`config.mk`:
```
export PLATFORM = sky130hd
export DESIGN_NAME = fetch_unit
export DESIGN_NICKNAME = d
export VERILOG_FILES = /design/src/rtl/cpu_pkg.sv /design/src/rtl/fetch_queue.sv /design/src/rtl/fetch_unit.sv
export SDC_FILE = /design/constraint.sdc
export NUM_CORES = 1
export LEC_CHECK = 0
export CORE_UTILIZATION = 50
export CTS_CLUSTER_SIZE = 20
export DETAILED_ROUTE_END_ITERATION = 8
export PLACE_DENSITY = 0.71
export SLEW_MARGIN = 40
export SYNTH_ARGS = -nofsm -noshare
export SYNTH_HDL_FRONTEND = slang
export SYNTH_HIERARCHICAL = 1
export SYNTH_SLANG_ARGS = --single-unit
```
`constraint.sdc`:
```
create_clock -name clk -period 4.9 [get_ports clk]
set_clock_uncertainty 0.05 [all_clocks]
set_input_delay 0.98 -clock clk [delete_from_list [all_inputs] [get_ports clk]]
set_output_delay 0.98 -clock clk [all_outputs]
set_load 0.02 [all_outputs]
```
`src/rtl/cpu_pkg.sv`:
```
// Shared CPU front-end types and constants: datapath widths, the fetch queue
// entry layout and the canonical NOP encoding.
package cpu_pkg;

    localparam int XLEN    = 32;
    localparam int INSTR_W = 32;

    localparam logic [INSTR_W-1:0] NOP_INSTR = 32'h0000_0013;

    typedef struct packed {
        logic [XLEN-1:0]    pc;
        logic [INSTR_W-1:0] instr;
        logic               filled;
    } fetch_entry_t;

    // Clears the byte-offset bits so every fetch address is word aligned.
    function automatic logic [XLEN-1:0] word_align(input logic [XLEN-1:0] addr);
        return addr & {{(XLEN-2){1'b1}}, 2'b00};
    endfunction

endpackage

```
`src/rtl/fetch_queue.sv`:
```
// Circular instruction queue: entries are reserved in fetch order at the tail,
// filled in order as responses return, and popped from the head once filled.
module fetch_queue
    import cpu_pkg::*;
#(
    parameter int DEPTH = 4
) (
    input  logic                    clk,
    input  logic                    rst_n,
    input  logic                    flush_i,
    input  logic                    reserve_i,
    input  logic [XLEN-1:0]         reserve_pc_i,
    input  logic                    fill_i,
    input  logic [INSTR_W-1:0]      fill_instr_i,
    input  logic                    pop_i,
    output fetch_entry_t            head_o,
    output logic                    head_valid_o,
    output logic [$clog2(DEPTH):0]  count_o
);

    localparam int AW = $clog2(DEPTH);
    localparam int CW = AW + 1;

    // Pointers carry an extra wrap bit so full and empty are distinguishable.
    logic [CW-1:0] head_q, head_d;
    logic [CW-1:0] fill_q, fill_d;
    logic [CW-1:0] tail_q, tail_d;

    logic [AW-1:0] tail_idx;
    logic [AW-1:0] fill_idx;

    fetch_entry_t [DEPTH-1:0] entries;

    assign tail_idx = tail_q[AW-1:0];
    assign fill_idx = fill_q[AW-1:0];

    always_comb begin
        head_d = head_q;
        fill_d = fill_q;
        tail_d = tail_q;
        if (flush_i) begin
            head_d = '0;
            fill_d = '0;
            tail_d = '0;
        end else begin
            if (reserve_i) tail_d = tail_q + CW'(1);
            if (fill_i)    fill_d = fill_q + CW'(1);
            if (pop_i)     head_d = head_q + CW'(1);
        end
    end

    always_ff @(posedge clk or negedge rst_n) begin
        if (!rst_n) begin
            head_q <= '0;
            fill_q <= '0;
            tail_q <= '0;
        end else begin
            head_q <= head_d;
            fill_q <= fill_d;
            tail_q <= tail_d;
        end
    end

    for (genvar gi = 0; gi < DEPTH; gi++) begin : g_entry
        fetch_entry_t entry_q;

        always_ff @(posedge clk or negedge rst_n) begin
            if (!rst_n) begin
                entry_q <= '0;
            end else if (flush_i) begin
                entry_q.filled <= 1'b0;
            end else begin
                // A reserved slot is always free, so it never collides with the fill slot.
                if (reserve_i && (tail_idx == AW'(gi))) begin
                    entry_q.pc     <= reserve_pc_i;
                    entry_q.instr  <= NOP_INSTR;
                    entry_q.filled <= 1'b0;
                end
                if (fill_i && (fill_idx == AW'(gi))) begin
                    entry_q.instr  <= fill_instr_i;
                    entry_q.filled <= 1'b1;
                end
            end
        end

        assign entries[gi] = entry_q;
    end

    assign count_o      = tail_q - head_q;
    assign head_o       = entries[head_q[AW-1:0]];
    assign head_valid_o = (count_o != '0) && head_o.filled;

    a_count_bound: assert property (@(posedge clk) disable iff (!rst_n)
        count_o <= CW'(DEPTH));

endmodule

```
`src/rtl/fetch_unit.sv`:
```
// Instruction fetch front end: issues word fetches from pc, tracks in-flight
// responses, discards stale ones after a redirect and feeds ID from the queue.
module fetch_unit
    import cpu_pkg::*;
#(
    parameter int              DEPTH      = 4,
    parameter logic [XLEN-1:0] RESET_ADDR = 32'h0000_0000
) (
    input  logic               clk,
    input  logic               reset,
    input  logic               redirect,
    input  logic [XLEN-1:0]    redirect_addr,
    output logic               imem_req,
    output logic [XLEN-1:0]    imem_addr,
    input  logic               imem_gnt,
    input  logic               imem_rvalid,
    input  logic [INSTR_W-1:0] imem_rdata,
    output logic               out_valid,
    input  logic               out_ready,
    output logic [INSTR_W-1:0] out_instr,
    output logic [XLEN-1:0]    out_pc
);

    localparam int CW     = $clog2(DEPTH) + 1;
    localparam int DROP_W = 16;

    logic [XLEN-1:0]   pc_q, pc_d;
    logic [CW-1:0]     inflight_q, inflight_d;
    logic [DROP_W-1:0] drop_q, drop_d;

    logic [CW-1:0] q_count;
    fetch_entry_t  q_head;
    logic          q_head_valid;

    logic issue;
    logic rsp_any;
    logic rsp_drop;
    logic rsp_fill;
    logic pop;

    // Every queue slot is either filled or reserved for an in-flight fetch,
    // so queue occupancy already equals queued + inflight.
    assign imem_req  = reset && !redirect && (q_count < CW'(DEPTH));
    assign imem_addr = pc_q;

    assign issue    = imem_req && imem_gnt;
    assign rsp_any  = imem_rvalid && ((drop_q != '0) || (inflight_q != '0));
    assign rsp_drop = imem_rvalid && (drop_q != '0);
    assign rsp_fill = imem_rvalid && (drop_q == '0) && (inflight_q != '0) && !redirect;
    assign pop      = q_head_valid && out_ready && !redirect;

    always_comb begin
        pc_d       = pc_q;
        inflight_d = inflight_q;
        drop_d     = drop_q;
        if (redirect) begin
            // A response landing this cycle is consumed here, so it is not owed a drop.
            pc_d       = word_align(redirect_addr);
            inflight_d = '0;
            drop_d     = drop_q + DROP_W'(inflight_q) - DROP_W'(rsp_any);
        end else begin
            if (issue)    pc_d   = pc_q + XLEN'(4);
            if (rsp_drop) drop_d = drop_q - DROP_W'(1);
            inflight_d = inflight_q + CW'(issue) - CW'(rsp_fill);
        end
    end

    always_ff @(posedge clk or negedge reset) begin
        if (!reset) begin
            pc_q       <= word_align(RESET_ADDR);
            inflight_q <= '0;
            drop_q     <= '0;
        end else begin
            pc_q       <= pc_d;
            inflight_q <= inflight_d;
            drop_q     <= drop_d;
        end
    end

    fetch_queue #(
        .DEPTH (DEPTH)
    ) u_queue (
        .clk          (clk),
        .rst_n        (reset),
        .flush_i      (redirect),
        .reserve_i    (issue),
        .reserve_pc_i (pc_q),
        .fill_i       (rsp_fill),
        .fill_instr_i (imem_rdata),
        .pop_i        (pop),
        .head_o       (q_head),
        .head_valid_o (q_head_valid),
        .count_o      (q_count)
    );

    assign out_valid = q_head_valid;
    assign out_instr = q_head_valid ? q_head.instr : '0;
    assign out_pc    = q_head_valid ? q_head.pc    : '0;

    a_inflight_le_count: assert property (@(posedge clk) disable iff (!reset)
        inflight_q <= q_count);

endmodule

```
Word level (Yosys, flattened, before mapping)
Index checks and enable logic that the tools add are counted.
- register bits: 320
- input bits: 70
- output and inout port bits: 98
- logic and storage cells: 111
- $lt $le $gt $ge: 2
- eq/ne operators: 6
- $add $sub $neg: 10
- reduce and logical (&&, ||, !) cells: 47
- bitwise operators: 1
- mux-type cells: 27
- operator list (cell ; count):
    33-bit 2-to-1 mux ; 8
    65-bit binary-select mux with 2-bit select ; 1
    32-bit 2-to-1 mux ; 4
    65-bit 2-to-1 mux ; 1
    32-bit by 3-bit adder with 32-bit output, second input constant ; 1
    16-bit 2-to-1 mux ; 2
    3-bit 2-to-1 mux ; 7
    1-bit logical AND ; 19
    3-bit nonzero test ; 6
    16-bit by 3-bit adder with 16-bit output ; 1
    16-bit zero test ; 1
    2-bit AND reduction ; 8
    16-bit nonzero test ; 1
    2-bit nonzero test ; 8
    16-bit by 1-bit subtractor with 16-bit output ; 1
    16-bit by 1-bit subtractor with 16-bit output, second input constant ; 1
    3-bit by 1-bit adder with 3-bit output, second input constant ; 3
    2-bit == test, second input constant ; 4
    2-bit by 1-bit == test with 1-bit output, second input constant ; 2
    2-bit zero test ; 2
    1-bit 2-to-1 mux ; 4
    3-bit by 1-bit adder with 3-bit output ; 1
    2-bit by 3-bit < comparator with 1-bit output, second input constant ; 1
    3-bit < comparator, second input constant ; 1
    other kinds (5) ; 5

Logic depth before layout (Yosys ltp)
- word-level depth: 8
- gate-level depth with buffers: 16
- depth with buffers taken out: 16

Hierarchy
The synthesis kept the hierarchy.
- modules (own cells, without submodules) (module ; area each (sq um) ; sequential area each (sq um) ; times used ; cells an instance):
    fetch_queue ; 13588.0 ; 6706.4 ; 1 ; 888
    fetch_unit ; 4380.5 ; 1226.2 ; 1 ; 537

Least setup slack after synthesis
OpenSTA, ideal clock, no wires.
- kind: register to register
- start point: register drop_q[0]
- end point: register drop_q[14]
- path slack: 0.885 ns
- period minus slack after synthesis: 4.015 ns
- required time: 4.764 ns
- arrival time: 3.879 ns
- buffers on the path: 0
- library setup time: 0.086 ns
- stages on the path, launching flop included: 17
- cells stage by stage: dfrtp_1 > inv_1 > ha_1 > or3b_1 > or3_1 > o41a_1 > ha_1 > inv_1 > ha_1 > inv_1 > fa_1 > nand2b_1 > a2111oi_0 > o311ai_1 > a211oi_1 > o31ai_1 > nor3_1
- cells in the longest elaborated chain, start to end: 5
- elaborated cells on any way between the ends: 10
- those cells by class: 3 x add/sub; 2 x mux; 5 x reduce/logical
- RTL lines (what ; RTL line ; RTL):
    start, declared ; fetch_unit.sv:29 ; logic [DROP_W-1:0] drop_q, drop_d;
    start signal, assigned ; fetch_unit.sv:76 ; drop_q <= drop_d;
    branches (longest 5 deep; another with 16-bit by 3-bit adder with 16-bit output) ; n/a ;
Parallel ways; which one is timed is not known. The select of a mux whose other input is x is not followed.
A chain may end at the register's enable or synchronous reset.

Worst setup path after layout
- start point: register u_queue.tail_q[0]
- end point: output port out_pc[12]
- cells in the longest elaborated chain, start to end: 4
- RTL lines (what ; RTL line ; RTL):
    start, declared ; fetch_queue.sv:27 ; logic [CW-1:0] tail_q, tail_d;
    start signal, assigned ; fetch_queue.sv:60 ; tail_q <= tail_d;
    3-bit subtractor ; fetch_queue.sv:89 ; assign count_o = tail_q - head_q;
    named net q_count[2] ; fetch_unit.sv:31 ; logic [CW-1:0] q_count;
    3-bit nonzero test ; fetch_queue.sv:91 ; assign head_valid_o = (count_o != '0) && head_o.filled;
    1-bit logical AND ; fetch_queue.sv:91 ;
    32-bit 2-to-1 mux ; fetch_unit.sv:98 ; assign out_pc = q_head_valid ? q_head.pc : '0;
    end, declared ; fetch_unit.sv:21 ; output logic [XLEN-1:0] out_pc
The timed path passes the listed nets, and every way through them passes these cells.

==> reports/summary.txt <==
status: finished, final reports clean
endpoint class of the critical path: output pin
Core Area: 0.0355 sq mm
r2r worst-path depth: 17
Sink Count: 317
fin crit period: 4.72 ns
post-synthesis cell count: 1,425
placed instance count: 1,973
GRT overflow: 0
worst vdd rail ir drop: 424 uV
Routed WL: 46.3 mm
fmax: 212 MHz
Antenna Nets Post-Route: 0
Post-synth ARST share: 100%
CP Launch Type: register
Setup WS pre-CTS: 0.299 ns
clock-pin transition on the worst setup and hold timing paths: 0.06 ns
Clock Tree Buf Depth: 3
DRC: 0
cts hold-fix bufs: 0
worst-skew pair later-pin latency: 0.52 ns
H-Tree Depth: 2
Die H: 192 microns
worst r2r src: drop_q[1]$_DFFE_PN0P_
Max-Cap Viols: 0
worst setup margin: 0.181 ns
Die Area: 0.0367 sq mm
most used flip-flop cell after synthesis: dfrtp_1
vias per cell: 6.30
Final period util: 96.3%
Finished Layout Cells: 2,041
drt initial violations: 1,048
setup slack, reg-to-reg: 0.31 ns
worst slew pin tran: 0.807 ns
Synth warnings: 6
antenna violations before repair: 2
Detailed Place HPWL: 27.6 mm
Synth Register Bits: 317
top cell type's share of synthesized area: 44.1%
Util after Layout: 59.4%
wire length per cell: 22.7 microns
Synth area leader: dfrtp_1
Data required, critical path: 3.87 ns
Ports: 168
HP Class: in2async
Netlist cell types: 71
Pre-antenna DRT Iters: 5
Critical Path AT: 3.69 ns
syn_area_per_cell: 12.6 sq um
Final #Nets: 1,673
vias in the first global route: 13,200
first-pass GRT wire length: 74.6 mm
Slew HR: 46.2%
CTS tree: built
Filler Cells Inserted: 2,817
largest net degree at the start of global routing: 148
GPL Wtd Cong: 0.831
effective utilization at floorplan: 50.6%
Die X: 192 microns
GRT Overall Usage: 25.8%
Seq/Total Area, Yosys: 44.1%
Syn Std Cell Area: 0.0180 sq mm
FP Rows: 69
crit-path max FO: 26
vias: 12,900
layout cell share with drive strength beyond 1: 26.4%
Final setup viols: 0
Lkg Pwr: 0.00963 uW
Final TNS setup: 0 ns
Final Hold Vio Count: 0
top cells by area, synth: dfrtp_1 44%, mux2_4 10%, mux4_2 8.1%, and4b_1 6.5%, a31o_2 5.1%
Post-synth EDFFs: 0
RSZ-0062 raised after global routing: false
Clock Tree Root: clkbuf_16
FF-to-FF End: drop_q[14]$_DFFE_PN0P_
fin. max-slew vios: 0
IO buf count: 163
Pwr Density: 364 mW/mm^2
Syn-to-layout area delta: 17.4%
cts bufs inserted: 36
crit path kind: reg2out
## how the worst max path moves through the flow
stage                                   from                     end  slack [ns]
5_1_grt        u_queue/tail_q[0]$_DFFE_PN0P_            out_instr[1]        0.03
6_report       u_queue/tail_q[0]$_DFFE_PN0P_              out_pc[12]        0.18
3_5_place_dp           drop_q[1]$_DFFE_PN0P_  drop_q[14]$_DFFE_PN0P_        0.30
4_1_cts        u_queue/tail_q[0]$_DFFE_PN0P_               out_pc[0]        0.17
3_3_place_gp           drop_q[0]$_DFFE_PN0P_  drop_q[14]$_DFFE_PN0P_        0.34
2_1_floorplan          drop_q[0]$_DFFE_PN0P_  drop_q[14]$_DFFE_PN0P_        0.89
## critical path, cell delays in order (launching register included)
cell and delay, ns:
dfrtp_1 0.42, inv_1 0.11, ha_1 0.20, fa_1 0.37
xor3_1 0.24, o31a_2 0.54, buf_4 0.41, and2_1 0.24
clkdlybuf4s50_1 0.62
## report_power, final
group	leakage, uW	internal (uW)	switching, uW
sequential	0.00420	2840	203
clock	0.000589	1630	1090
combinational	0.00484	930	980
## stage by stage
| stage | area (sq um) | hold slack (ns) | total power (uW) |
|---|---|---|---|
| finish | 21100 | 0.302 | 7670 |
| global route | 21100 | 0.320 | 8100 |
| CTS | 21100 | 0.307 | 7710 |
| detailed placement | 19900 | 0.436 | 4970 |
| global placement | 19800 | 0.427 | 4920 |
| floorplan | 18000 | 0.417 | 4450 |
## Yosys cell counts, types with 11 or more instances
library cell,instances
nand3_1,21
nand2_1,48
a31o_2,104
nor4bb_1,12
mux4_2,65
and4b_1,116
nor2_1,37
clkbuf_1,48
nor4_1,11
a21oi_1,19
ha_1,49
o21ai_0,30
dfrtp_1,317
a31oi_1,20
xnor2_1,25
inv_1,59
and2_1,67
buf_2,39
nor3_1,15
a31o_1,13
mux2_4,120
buf_6,23
## cell type report
type                    count  area (sq um)  area share, %
multi-input cells         936          9140           43.3
well taps                 461           577           2.73
clock inverters             9           113          0.534
diodes                      2          5.00         0.0237
repair buffers            201          2010           9.54
inverters                  59           221           1.05
flip-flops and latches    317          7940           37.6
clock buffers              56          1090           5.15
## registers in the layout, summed over array words and instances, names as in the netlist
signal,cells
drop_q,16
imem_addr,30
inflight_q,3
u_queue/entries,260
u_queue/fill_q,2
u_queue/head_q,3
u_queue/tail_q,3
## layout by cell type, fill, tap and decap left out, types with 37 or more instances in the layout
| cell | n |
|---|---|
| a31o_2 | 104 |
| and2_1 | 67 |
| and4b_1 | 116 |
| clkdlybuf4s50_1 | 161 |
| dfrtp_1 | 315 |
| ha_1 | 49 |
| inv_1 | 59 |
| mux2_4 | 120 |
| mux4_2 | 65 |
| nand2_1 | 48 |
| nor2_1 | 37 |
## cell families after synthesis
logic type	Yosys count	synth area share, %
other	1	0.0209
adder cells (fa/ha/maj)	52	3.75
buffers and inverters	181	5.35
AND/OR/NAND/NOR	386	15.0
XOR/XNOR	30	1.55
flip-flops	317	44.1
multiplexers	202	19.2
AO/OA/AOI/OAI	256	11.0
## timing repair
action	CTS	global route
hold endpoints to repair	0	0
resized for setup	0	1
endpoints found under the setup margin	0	1
setup buffers	0	0
## metal layers
metal / vias up / GRT usage, % / share of wire (%)
met5: - / 0 / 0.022
met4: 2 / 7.05 / 2.2
met3: 78 / 3.62 / 5.6
met2: 433 / 42.0 / 48
met1: 6707 / 36.1 / 44
li1: 5643 / - / -
No activity file was read; power rests on OpenSTA's default activity.
